`src/rtl/voice_read_scheduler_if.sv`:
```
// Playback request / read-return bundle between the voice scheduler and the RAM arbiter.
// master = scheduler side, slave = arbiter side.
interface voice_read_scheduler_if #(
  parameter int ID_W   = 3,
  parameter int ADDR_W = 27,
  parameter int DATA_W = 16
);
  logic              playback_req;
  logic [ADDR_W-1:0] playback_addr;
  logic [ID_W-1:0]   r_id_out;
  logic              req_ready;
  logic              data_ready;
  logic [DATA_W-1:0] from_ram;
  logic [ID_W-1:0]   r_id_in;

  modport master (
    output playback_req, playback_addr, r_id_out,
    input  req_ready, data_ready, from_ram, r_id_in
  );

  modport slave (
    input  playback_req, playback_addr, r_id_out,
    output req_ready, data_ready, from_ram, r_id_in
  );
endinterface

```
`src/rtl/voice_read_scheduler.sv`:
```
// Per-tick walk over active voices issuing one tagged RAM read each; returns routed by id.
// Request strobe is decoded from registered state the cycle after the tick; a low req_ready holds the walk.
module voice_read_scheduler #(
  parameter int NUM_VOICES = 8,
  parameter int ID_W       = 3,
  parameter int ADDR_W     = 27,
  parameter int DATA_W     = 16
) (
  input  logic                         clk,
  input  logic                         reset,
  input  logic                         sample_tick,
  input  logic [NUM_VOICES-1:0]        voice_start,
  input  logic [NUM_VOICES-1:0]        voice_stop,
  input  logic [NUM_VOICES-1:0]        loop_en,
  input  logic [NUM_VOICES*ADDR_W-1:0] start_addr_v,
  input  logic [NUM_VOICES*ADDR_W-1:0] end_addr_v,
  voice_read_scheduler_if.master       bus,
  output logic [NUM_VOICES*DATA_W-1:0] voice_sample,
  output logic [NUM_VOICES-1:0]        voice_active,
  output logic                         frame_done,
  output logic                         overrun
);

  typedef enum logic [1:0] {ST_IDLE, ST_ISSUE, ST_WAIT_RESP} state_t;

  state_t                  state_q, state_d;
  logic [ID_W-1:0]         idx_q, idx_d;
  logic [NUM_VOICES-1:0]   active_q, active_d;
  logic [NUM_VOICES-1:0]   outstanding_q, outstanding_d;
  logic [NUM_VOICES-1:0]   start_pend_q, start_pend_d;
  logic [NUM_VOICES-1:0]   stop_pend_q, stop_pend_d;
  logic [ADDR_W-1:0]       cur_addr_q [NUM_VOICES];
  logic [ADDR_W-1:0]       cur_addr_d [NUM_VOICES];
  logic [DATA_W-1:0]       sample_q [NUM_VOICES];
  logic [DATA_W-1:0]       sample_d [NUM_VOICES];
  logic                    overrun_q, overrun_d;

  logic                    sel_active, sel_loop;
  logic [ADDR_W-1:0]       sel_cur, sel_start, sel_end;
  logic                    req_c, frame_done_c;
  logic [ADDR_W-1:0]       addr_c;
  logic [ID_W-1:0]         rid_c;

  always_comb begin
    sel_active = 1'b0;
    sel_loop   = 1'b0;
    sel_cur    = '0;
    sel_start  = '0;
    sel_end    = '0;
    for (int v = 0; v < NUM_VOICES; v++) begin
      if (idx_q == ID_W'(v)) begin
        sel_active = active_q[v];
        sel_loop   = loop_en[v];
        sel_cur    = cur_addr_q[v];
        sel_start  = start_addr_v[v*ADDR_W +: ADDR_W];
        sel_end    = end_addr_v[v*ADDR_W +: ADDR_W];
      end
    end
  end

  always_comb begin
    state_d       = state_q;
    idx_d         = idx_q;
    active_d      = active_q;
    outstanding_d = outstanding_q;
    start_pend_d  = start_pend_q | voice_start;
    stop_pend_d   = stop_pend_q | voice_stop;
    overrun_d     = overrun_q | (sample_tick && (state_q != ST_IDLE));
    cur_addr_d    = cur_addr_q;
    sample_d      = sample_q;
    req_c         = 1'b0;
    addr_c        = '0;
    rid_c         = '0;
    frame_done_c  = 1'b0;

    // Returns are accepted in every state; unexpected ids are dropped.
    for (int v = 0; v < NUM_VOICES; v++) begin
      if (bus.data_ready && (bus.r_id_in == ID_W'(v)) && outstanding_q[v]) begin
        sample_d[v]      = bus.from_ram;
        outstanding_d[v] = 1'b0;
      end
    end

    unique case (state_q)
      ST_IDLE: begin
        if (sample_tick) begin
          for (int v = 0; v < NUM_VOICES; v++) begin
            if (stop_pend_d[v]) begin
              active_d[v] = 1'b0;
            end else if (start_pend_d[v]) begin
              active_d[v]   = 1'b1;
              cur_addr_d[v] = start_addr_v[v*ADDR_W +: ADDR_W];
            end
          end
          start_pend_d = '0;
          stop_pend_d  = '0;
          idx_d        = '0;
          state_d      = ST_ISSUE;
        end
      end
      ST_ISSUE: begin
        if (!(sel_active && !bus.req_ready)) begin
          if (sel_active) begin
            req_c  = 1'b1;
            addr_c = sel_cur;
            rid_c  = idx_q;
            for (int v = 0; v < NUM_VOICES; v++) begin
              if (idx_q == ID_W'(v)) begin
                outstanding_d[v] = 1'b1;
                if (sel_cur != sel_end) begin
                  cur_addr_d[v] = sel_cur + ADDR_W'(1);
                end else if (sel_loop) begin
                  cur_addr_d[v] = sel_start;
                end else begin
                  active_d[v] = 1'b0;
                end
              end
            end
          end
          if (idx_q == ID_W'(NUM_VOICES-1)) begin
            state_d = ST_WAIT_RESP;
          end else begin
            idx_d = idx_q + ID_W'(1);
          end
        end
      end
      ST_WAIT_RESP: begin
        if (outstanding_q == '0) begin
          frame_done_c = 1'b1;
          state_d      = ST_IDLE;
        end
      end
      default: state_d = ST_IDLE;
    endcase
  end

  always_ff @(posedge clk or negedge reset) begin
    if (!reset) begin
      state_q       <= ST_IDLE;
      idx_q         <= '0;
      active_q      <= '0;
      outstanding_q <= '0;
      start_pend_q  <= '0;
      stop_pend_q   <= '0;
      overrun_q     <= 1'b0;
      for (int v = 0; v < NUM_VOICES; v++) begin
        cur_addr_q[v] <= '0;
        sample_q[v]   <= '0;
      end
    end else begin
      state_q       <= state_d;
      idx_q         <= idx_d;
      active_q      <= active_d;
      outstanding_q <= outstanding_d;
      start_pend_q  <= start_pend_d;
      stop_pend_q   <= stop_pend_d;
      overrun_q     <= overrun_d;
      cur_addr_q    <= cur_addr_d;
      sample_q      <= sample_d;
    end
  end

  always_comb begin
    voice_sample = '0;
    for (int v = 0; v < NUM_VOICES; v++) begin
      voice_sample[v*DATA_W +: DATA_W] = sample_q[v];
    end
  end

  assign bus.playback_req  = req_c;
  assign bus.playback_addr = addr_c;
  assign bus.r_id_out      = rid_c;
  assign voice_active      = active_q;
  assign frame_done        = frame_done_c;
  assign overrun           = overrun_q;

endmodule

```
`src/flat_wrapper.sv`:
```
// flat-port wrapper written by rule: the top's interface ports become plain ports
module voice_read_scheduler_flat 
#(
  parameter int NUM_VOICES = 8,
  parameter int ID_W       = 3,
  parameter int ADDR_W     = 27,
  parameter int DATA_W     = 16
)
  (clk, reset, sample_tick, voice_start, voice_stop, loop_en, start_addr_v, end_addr_v, voice_sample, voice_active, frame_done, overrun, bus_playback_req, bus_playback_addr, bus_r_id_out, bus_req_ready, bus_data_ready, bus_from_ram, bus_r_id_in);
  voice_read_scheduler_if #(.ID_W(ID_W), .ADDR_W(ADDR_W), .DATA_W(DATA_W)) bus_i ();
  input  logic clk;
  input  logic reset;
  input  logic sample_tick;
  input  logic [NUM_VOICES-1:0] voice_start;
  input  logic [NUM_VOICES-1:0] voice_stop;
  input  logic [NUM_VOICES-1:0] loop_en;
  input  logic [NUM_VOICES*ADDR_W-1:0] start_addr_v;
  input  logic [NUM_VOICES*ADDR_W-1:0] end_addr_v;
  output logic [NUM_VOICES*DATA_W-1:0] voice_sample;
  output logic [NUM_VOICES-1:0] voice_active;
  output logic frame_done;
  output logic overrun;
  output wire logic [$bits(bus_i.playback_req)-1:0] bus_playback_req;
  output wire logic [$bits(bus_i.playback_addr)-1:0] bus_playback_addr;
  output wire logic [$bits(bus_i.r_id_out)-1:0] bus_r_id_out;
  input wire logic [$bits(bus_i.req_ready)-1:0] bus_req_ready;
  input wire logic [$bits(bus_i.data_ready)-1:0] bus_data_ready;
  input wire logic [$bits(bus_i.from_ram)-1:0] bus_from_ram;
  input wire logic [$bits(bus_i.r_id_in)-1:0] bus_r_id_in;
  assign bus_playback_req = bus_i.playback_req;
  assign bus_playback_addr = bus_i.playback_addr;
  assign bus_r_id_out = bus_i.r_id_out;
  assign bus_i.req_ready = bus_req_ready;
  assign bus_i.data_ready = bus_data_ready;
  assign bus_i.from_ram = bus_from_ram;
  assign bus_i.r_id_in = bus_r_id_in;
  voice_read_scheduler #(.NUM_VOICES(NUM_VOICES), .ID_W(ID_W), .ADDR_W(ADDR_W), .DATA_W(DATA_W)) u_core (.clk(clk), .reset(reset), .sample_tick(sample_tick), .voice_start(voice_start), .voice_stop(voice_stop), .loop_en(loop_en), .start_addr_v(start_addr_v), .end_addr_v(end_addr_v), .bus(bus_i), .voice_sample(voice_sample), .voice_active(voice_active), .frame_done(frame_done), .overrun(overrun));
endmodule
```
`config.mk`:
```
export PLATFORM = sky130hd
export DESIGN_NAME = voice_read_scheduler_flat
export DESIGN_NICKNAME = d
export VERILOG_FILES = /design/src/rtl/voice_read_scheduler_if.sv /design/src/rtl/voice_read_scheduler.sv /design/src/flat_wrapper.sv
export SDC_FILE = /design/constraint.sdc
export NUM_CORES = 1
export LEC_CHECK = 0
export ABC_AREA = 1
export BUFFER_PORTS_ARGS = -buffer_cell sky130_fd_sc_hd__clkbuf_2
export CAP_MARGIN = 5
export CORE_ASPECT_RATIO = 1.75
export CORE_MARGIN = 2
export CORE_UTILIZATION = 40
export CTS_CLUSTER_DIAMETER = 40
export DETAILED_ROUTE_END_ITERATION = 10
export PLACE_DENSITY_LB_ADDON = 0.2
export SYNTH_ARGS = -nofsm -noshare
export SYNTH_HDL_FRONTEND = slang
export SYNTH_SLANG_ARGS = --single-unit
```
`constraint.sdc`:
```
create_clock -name clk -period 3.36 [get_ports clk]
set_input_delay 0.672 -clock clk [delete_from_list [all_inputs] [get_ports clk]]
set_output_delay 0.672 -clock clk [all_outputs]
set_load 0.01 [all_outputs]
```
# == After elaboration in Yosys (flattened, before gate mapping) ==
# Index checks and enable logic that the tools add are counted.
# classes
n_reduce_logical,43
bitwise,3
n_addsub,2
mux,142
eq_ne,57
# op_table
cell,count
27-bit 2-to-1 mux,52
216-bit 2-to-1 mux,3
216-bit one-hot mux with 2 select lines,1
8-bit AND reduction,16
8-bit 2-to-1 mux,10
1-bit 2-to-1 mux,63
"2-bit by 1-bit != test with 1-bit output, second input constant",18
"27-bit by 1-bit adder with 27-bit output, second input constant",1
27-bit != test,1
"3-bit by 1-bit != test with 1-bit output, second input constant",9
"2-bit != test, second input constant",13
"3-bit equality test, second input constant",8
1-bit logical AND,18
3-bit 2-to-1 mux,6
8-bit bitwise OR,2
8-bit one-hot mux with 2 select lines,1
"3-bit by 2-bit equality test with 1-bit output, second input constant",4
8-bit logical NOT,1
2-bit 2-to-1 mux,4
4-bit AND reduction,2
"3-bit by 1-bit equality test with 1-bit output, second input constant",2
3-bit logical NOT,2
2-bit one-hot mux with 3 select lines,1
3-bit one-hot mux with 2 select lines,1
7 further kinds,8
# word_totals
regBits,382
out_inout_bits,169
inputBits,480
wordCells,277

# == Longest topological paths before layout ==
# depth
depth_word,15
depth_mapped,32
ltp_nobuf,28

# == Worst setup path after synthesis ==
# No wires, ideal clock.
# synth_path
path_kind,register to output
from,register u_core.idx_q[2]
to,output bus_playback_addr[0]
arrival_time_ns,2.817
path_slack_ns,-0.129
t_required_ns,2.688
n_path_buf,5
stages_incl_launch_ff,19
cell_sequence,dfrtp_1 buf_6 inv_4 buf_2 ha_1 inv_1 buf_2 clkbuf_1 o21ai_1 a31oi_1 o221ai_1 nand3_1 nand2_1 nand2_1 inv_1 nor2_1 clkinv_1 clkbuf_1 nor2_1
# synth_via
elab_chain_cells,12
elab_cells_between_ends,28
classes_between,eq/ne: 7; mux: 19; reduce/logical: 2
# synth_rtl
element,line,source
from (decl),voice_read_scheduler.sv:27,"logic [ID_W-1:0] idx_q, idx_d;"
from (signal assigned),voice_read_scheduler.sv:152,idx_q <= idx_d;
3-bit logical NOT,voice_read_scheduler.sv:51,if (idx_q == ID_W'(v)) begin
27-bit 2-to-1 mux or 1-bit 2-to-1 mux (tied branches) (8 in a row),voice_read_scheduler.sv:51,
27-bit 2-to-1 mux or 1-bit logical AND (tied branches),"voice_read_scheduler.sv:103, voice_read_scheduler.sv:102",
27-bit 2-to-1 mux (*),voice_read_scheduler.sv:102,if (!(sel_active && !bus.req_ready)) begin
27-bit 2-to-1 mux (*),voice_read_scheduler.sv:84,unique case (state_q)
to (decl),flat_wrapper.sv:24,output wire logic [$bits(bus_i.playback_addr)-1:0] bus_playback_addr;
# Every way passes the cells marked *; elsewhere a longest branch is shown, timed or not.

# == Worst setup path after layout ==
# layout_path
from,register u_core.idx_q[1]
to,register u_core.cur_addr_q[9] (netlist name)
# layout_via
elab_chain_cells,15
elab_cells_between_ends,61
classes_between,add/sub: 1; eq/ne: 12; mux: 45; reduce/logical: 3
# layout_rtl
element,line,source
3-bit logical NOT,voice_read_scheduler.sv:51,
27-bit 2-to-1 mux (8 in a row),voice_read_scheduler.sv:51,
27-bit by 1-bit adder with 27-bit output or 27-bit != test (tied branches),"voice_read_scheduler.sv:111, voice_read_scheduler.sv:110",
27-bit 2-to-1 mux,voice_read_scheduler.sv:110,if (sel_cur != sel_end) begin
27-bit 2-to-1 mux,voice_read_scheduler.sv:108,if (idx_q == ID_W'(v)) begin
216-bit 2-to-1 mux,voice_read_scheduler.sv:103,if (sel_active) begin
216-bit 2-to-1 mux,voice_read_scheduler.sv:102,
216-bit one-hot mux with 2 select lines,voice_read_scheduler.sv:84,
to (signal assigned),voice_read_scheduler.sv:158,cur_addr_q <= cur_addr_d;
to (decl),voice_read_scheduler.sv:32,logic [ADDR_W-1:0] cur_addr_q [NUM_VOICES];
# Several ways; a longest one is shown, not always the timed one. The select of a mux whose other input is x is not followed.
# A chain may end at the register's enable or synchronous reset.

==> results by group <==
STA
  – Final Hold Fails: 0
  – Worst Skew: 0.04017 ns
  – Final min period: 3.898 ns
  – Slack of the critical path: -0.5384 ns
  – Slew HR: 0.4405
  – Finish-stage setup viols: 255
  – Period utilisation layout: 1.160
  – RSZ-0062 raised after global routing: true
  – Tightest Pin Transition: 0.8392 ns
  – Slew Viols, Final: 0
  – FMAX: 256.5 MHz
  – Hold_ws: 0.03839 ns
  – Setup TNS: -108.53 ns

Place
  – Dpl hpwl: approximately 110 mm
  – Port Buffers: ~650
  – Placed cell areas: 32840 sq um
  – Placer congestion estimate: 1.027

Layout
  – Footprint of the multi-input gates: 15380 sq um
  – Final nets: ~5700
  – Filler instances: 6603
  – Register area: 9559 sq um
  – Post-route design area: 36970 sq um
  – Post-Route Utilization: 0.5673
  – Area growth syn-to-layout: 40.67%
  – Ratio of cells with drive above 1 in the final layout: 0.2903

Power
  – Clk network pwr share: 0.155
  – Leakage: 21.03 nW
  – Max VDD drop: 609.9 uV
  – Comb pwr share: 0.637
  – Power Density: 960.3 nW/um^2
  – Sequential Power Share: 0.208
  – Sw power: 0.01762 W
  – Internal power: between 0.015 and 0.02 W
  – Switch share: 0.4963

Floorplanning
  – Area of the die: 67850 sq um
  – # IOs: 649
  – Chip height: 343.1 um
  – Chip width: 197.8 um
  – Core area: 65160 sq um
  – Row cnt: 124
  – Starting Density: 0.4033

CTS
  – H-tree levels: 2
  – Clock Tree Buf Depth: 3
  – Num CTS Buffers: 48
  – TritonCTS Sinks: between 300 and 400
  – CTS tree: done
  – CTS clk-pin slew, worst paths: 0.06 ns
  – CTS Root Cell: clkbuf_16
  – Clk Latency, worst-skew pair: between 0.6 and 0.7 ns

Run status
  – Failing checks: setup timing
  – Status: finished with violations

Critical path
  – Required @ worst endpoint: between 3 and 4 ns
  – R2R Setup Slk: -0.54 ns
  – Reg2reg path depth: 23
  – FF-to-FF End: u_core.cur_addr_q[9]
  – WS Path Type: reg -> reg
  – Startpoint Class: flop
  – Crit path max fanout: 13
  – Critical path arrival: 4.39 ns
  – Worst r2r src: u_core.idx_q[1]
  – CP Capture Type: flop

Global route
  – Total track usage: 0.3880
  – Initial antenna violation count: 30
  – First-pass GRT wire length: 193.3 mm
  – Vias in the first global route: about 30000
  – Largest net degree at the start of global routing: between 150 and 200
  – Total grt overflow: 0

Logic synthesis
  – Area of the mapped netlist: 26280 sq um
  – Syn avg cell area: 6.133 sq um
  – Synth warn: 0
  – Seq/Total Area, Yosys: 0.3637
  – Async SR Flop Fraction: 1.000
  – Most common cell in the netlist: nand2_1
  – Synth cell count leaders: nand2_1 (2137), nor2_1 (410), dfrtp_1 (382)
  – Synth Instances: about 4300
  – Yosys reg bits: roughly 380
  – Main synth FF type: dfrtp_1
  – Post-synth EDFFs: 0
  – Largest area contributor in the netlist: dfrtp_1
  – Mapped Nets: 4772
  – Synth unique cells: 46
  – Most area-consuming cells after synthesis: dfrtp_1 (36%), nand2_1 (31%), nor2_1 (5.9%), nand3_1 (4.6%), inv_1 (4.4%)
  – Top cell type's share of synthesized area: 0.3637

Routing
  – Max layer used: met5
  – Routed met2 length: 63.64 mm
  – Pre-Repair DR Iteration Count: 6
  – First DRT Iteration DRCs: 3081
  – Metal-1 WL: 48.39 mm
  – Antenna-violating nets left: 0
  – Post-Route WL: between 100 and 150 mm
  – Vias: 32330
  – Met3 wire length: 12.51 mm
  – Vias/cell: 5.337
  – Remaining DRCs: 0
  – Routed len/inst: approximately 23 um

Hold path
  – Hold crit path type: in -> async

Flow run
  – # Max-Cap Violations: 0
[state kept, by name (all words and copies together), names as in the netlist]
| signal | cells |
|---|---|
| u_core.idx_q | 3 |
| u_core.voice_active | 8 |
| u_core.outstanding_q | 8 |
| u_core.stop_pend_q | 8 |
| u_core.voice_sample | 128 |
| u_core.cur_addr_q | 216 |
| u_core.overrun | 1 |
| u_core.state_q | 2 |
| u_core.start_pend_q | 8 |
[area by class of cell]
| type | count | area share |
|---|---|---|
| Multi-Input combinational cell | 3344 | 0.4160 |
| Sequential cell | 382 | 0.2586 |
| Timing Repair Buffer | 1070 | 0.2165 |
| Inverter | 326 | 0.03395 |
| Clock buffer | 54 | 0.03364 |
| Tap cell | 819 | 0.02772 |
| Clock inverter | 33 | 0.01157 |
| Antenna cell | 30 | 0.002031 |
[worst max-delay path, stage by stage, from the launching register on]
cell	delay (ns)
dfrtp_1	0.40
inv_2	0.12
ha_4	0.19
inv_4	0.06
nor2_4	0.18
buf_12	0.16
buf_8	0.13
buf_8	0.13
nand2_1	0.06
nand3_1	0.08
o211ai_1	0.09
nand3_1	0.16
o21ai_0	0.23
nand2_1	0.12
o211ai_1	0.22
nand3_1	0.15
nand2_1	0.15
nand4_1	0.20
buf_12	0.19
buf_4	0.14
nand3_4	0.16
clkbuf_16	0.27
nand2_1	0.08
nand2_1	0.05
[cells in the final DEF (no fill, tap or decap), types with 14 or more instances in the layout]
master | netlist | final
clkbuf_2 | 0 | 617
nor2_1 | 410 | 365
nand2_2 | 16 | 118
nand4_1 | 23 | 23
nand3_1 | 243 | 232
nand2_1 | 2137 | 2008
nor2_4 | 9 | 30
a31oi_1 | 30 | 29
diode_2 | 0 | 30
buf_8 | 0 | 23
buf_6 | 14 | 40
nand3_2 | 19 | 26
o211ai_1 | 31 | 31
nor2_2 | 1 | 25
buf_4 | 18 | 299
o21ai_0 | 221 | 216
or2_2 | 52 | 52
o21ai_1 | 20 | 20
a21oi_2 | 3 | 15
buf_12 | 0 | 68
inv_2 | 13 | 14
dfrtp_1 | 382 | 382
inv_1 | 309 | 302
a21oi_1 | 48 | 31
clkbuf_16 | 0 | 60
nand2_4 | 2 | 25
[layer usage]
layer	vias up	global-route usage
li1	15080	-
met1	14790	0.4454
met2	1967	0.6439
met3	488	0.07254
met4	6	0.2854
met5	-	0
[cell families (layout without fill, tap and decap cells)]
group	after synthesis	count (layout)	synth area share
fa+ha+maj	7	7	0.003333
xor+xnor	15	15	0.004999
compound gates	375	375	0.07913
buf+inv	559	1483	0.08994
simple gates	2947	2947	0.4589
other cells	0	30	0
flops	382	382	0.3637
[per-stage QoR]
step / setup slack (ns) / std cells / power (W)
6_report: -0.5384 / 6058 / 0.03550
5_1_grt: -0.6591 / 6053 / 0.03735
4_1_cts: -0.5087 / 5992 / 0.03301
3_5_place_dp: -0.6124 / 5871 / 0.02671
3_3_place_gp: -0.6141 / 5871 / 0.02657
2_1_floorplan: 0.006672 / 4285 / 0.01769
[power by group through the flow]
stage / sequential, W / combinational [W] / clock, W
2_1_floorplan: 0.00738 / 0.0103 / 0
3_5_place_dp: 0.00736 / 0.0193 / 0
6_report: 0.00737 / 0.0226 / 0.00552
3_3_place_gp: 0.00734 / 0.0192 / 0
4_1_cts: 0.00730 / 0.0202 / 0.00552
5_1_grt: 0.00753 / 0.0241 / 0.00569
[worst max path at each step]
stage / end / slack, ns / depth (start not counted) / startpoint
finish: u_core.cur_addr_q[9] / -0.54 / 23 / u_core.idx_q[1]
global route: u_core.cur_addr_q[21] / -0.66 / 29 / u_core.idx_q[1]
floorplan: bus_playback_addr[0] / 0.007 / 18 / u_core.idx_q[2]
CTS: bus_playback_addr[15] / -0.51 / 19 / u_core.idx_q[1]
detailed placement: u_core.cur_addr_q[113] / -0.61 / 29 / u_core.idx_q[1]
global placement: u_core.cur_addr_q[113] / -0.61 / 29 / u_core.idx_q[1]
[what timing repair did]
action,CTS,global route
cloned,5,14
hold buffers,0,0
endpoints found under the setup margin,255,255
setup buffers,29,23
resized for setup,125,297
pin swaps,14,76
(Power assumes the default switching activity.)
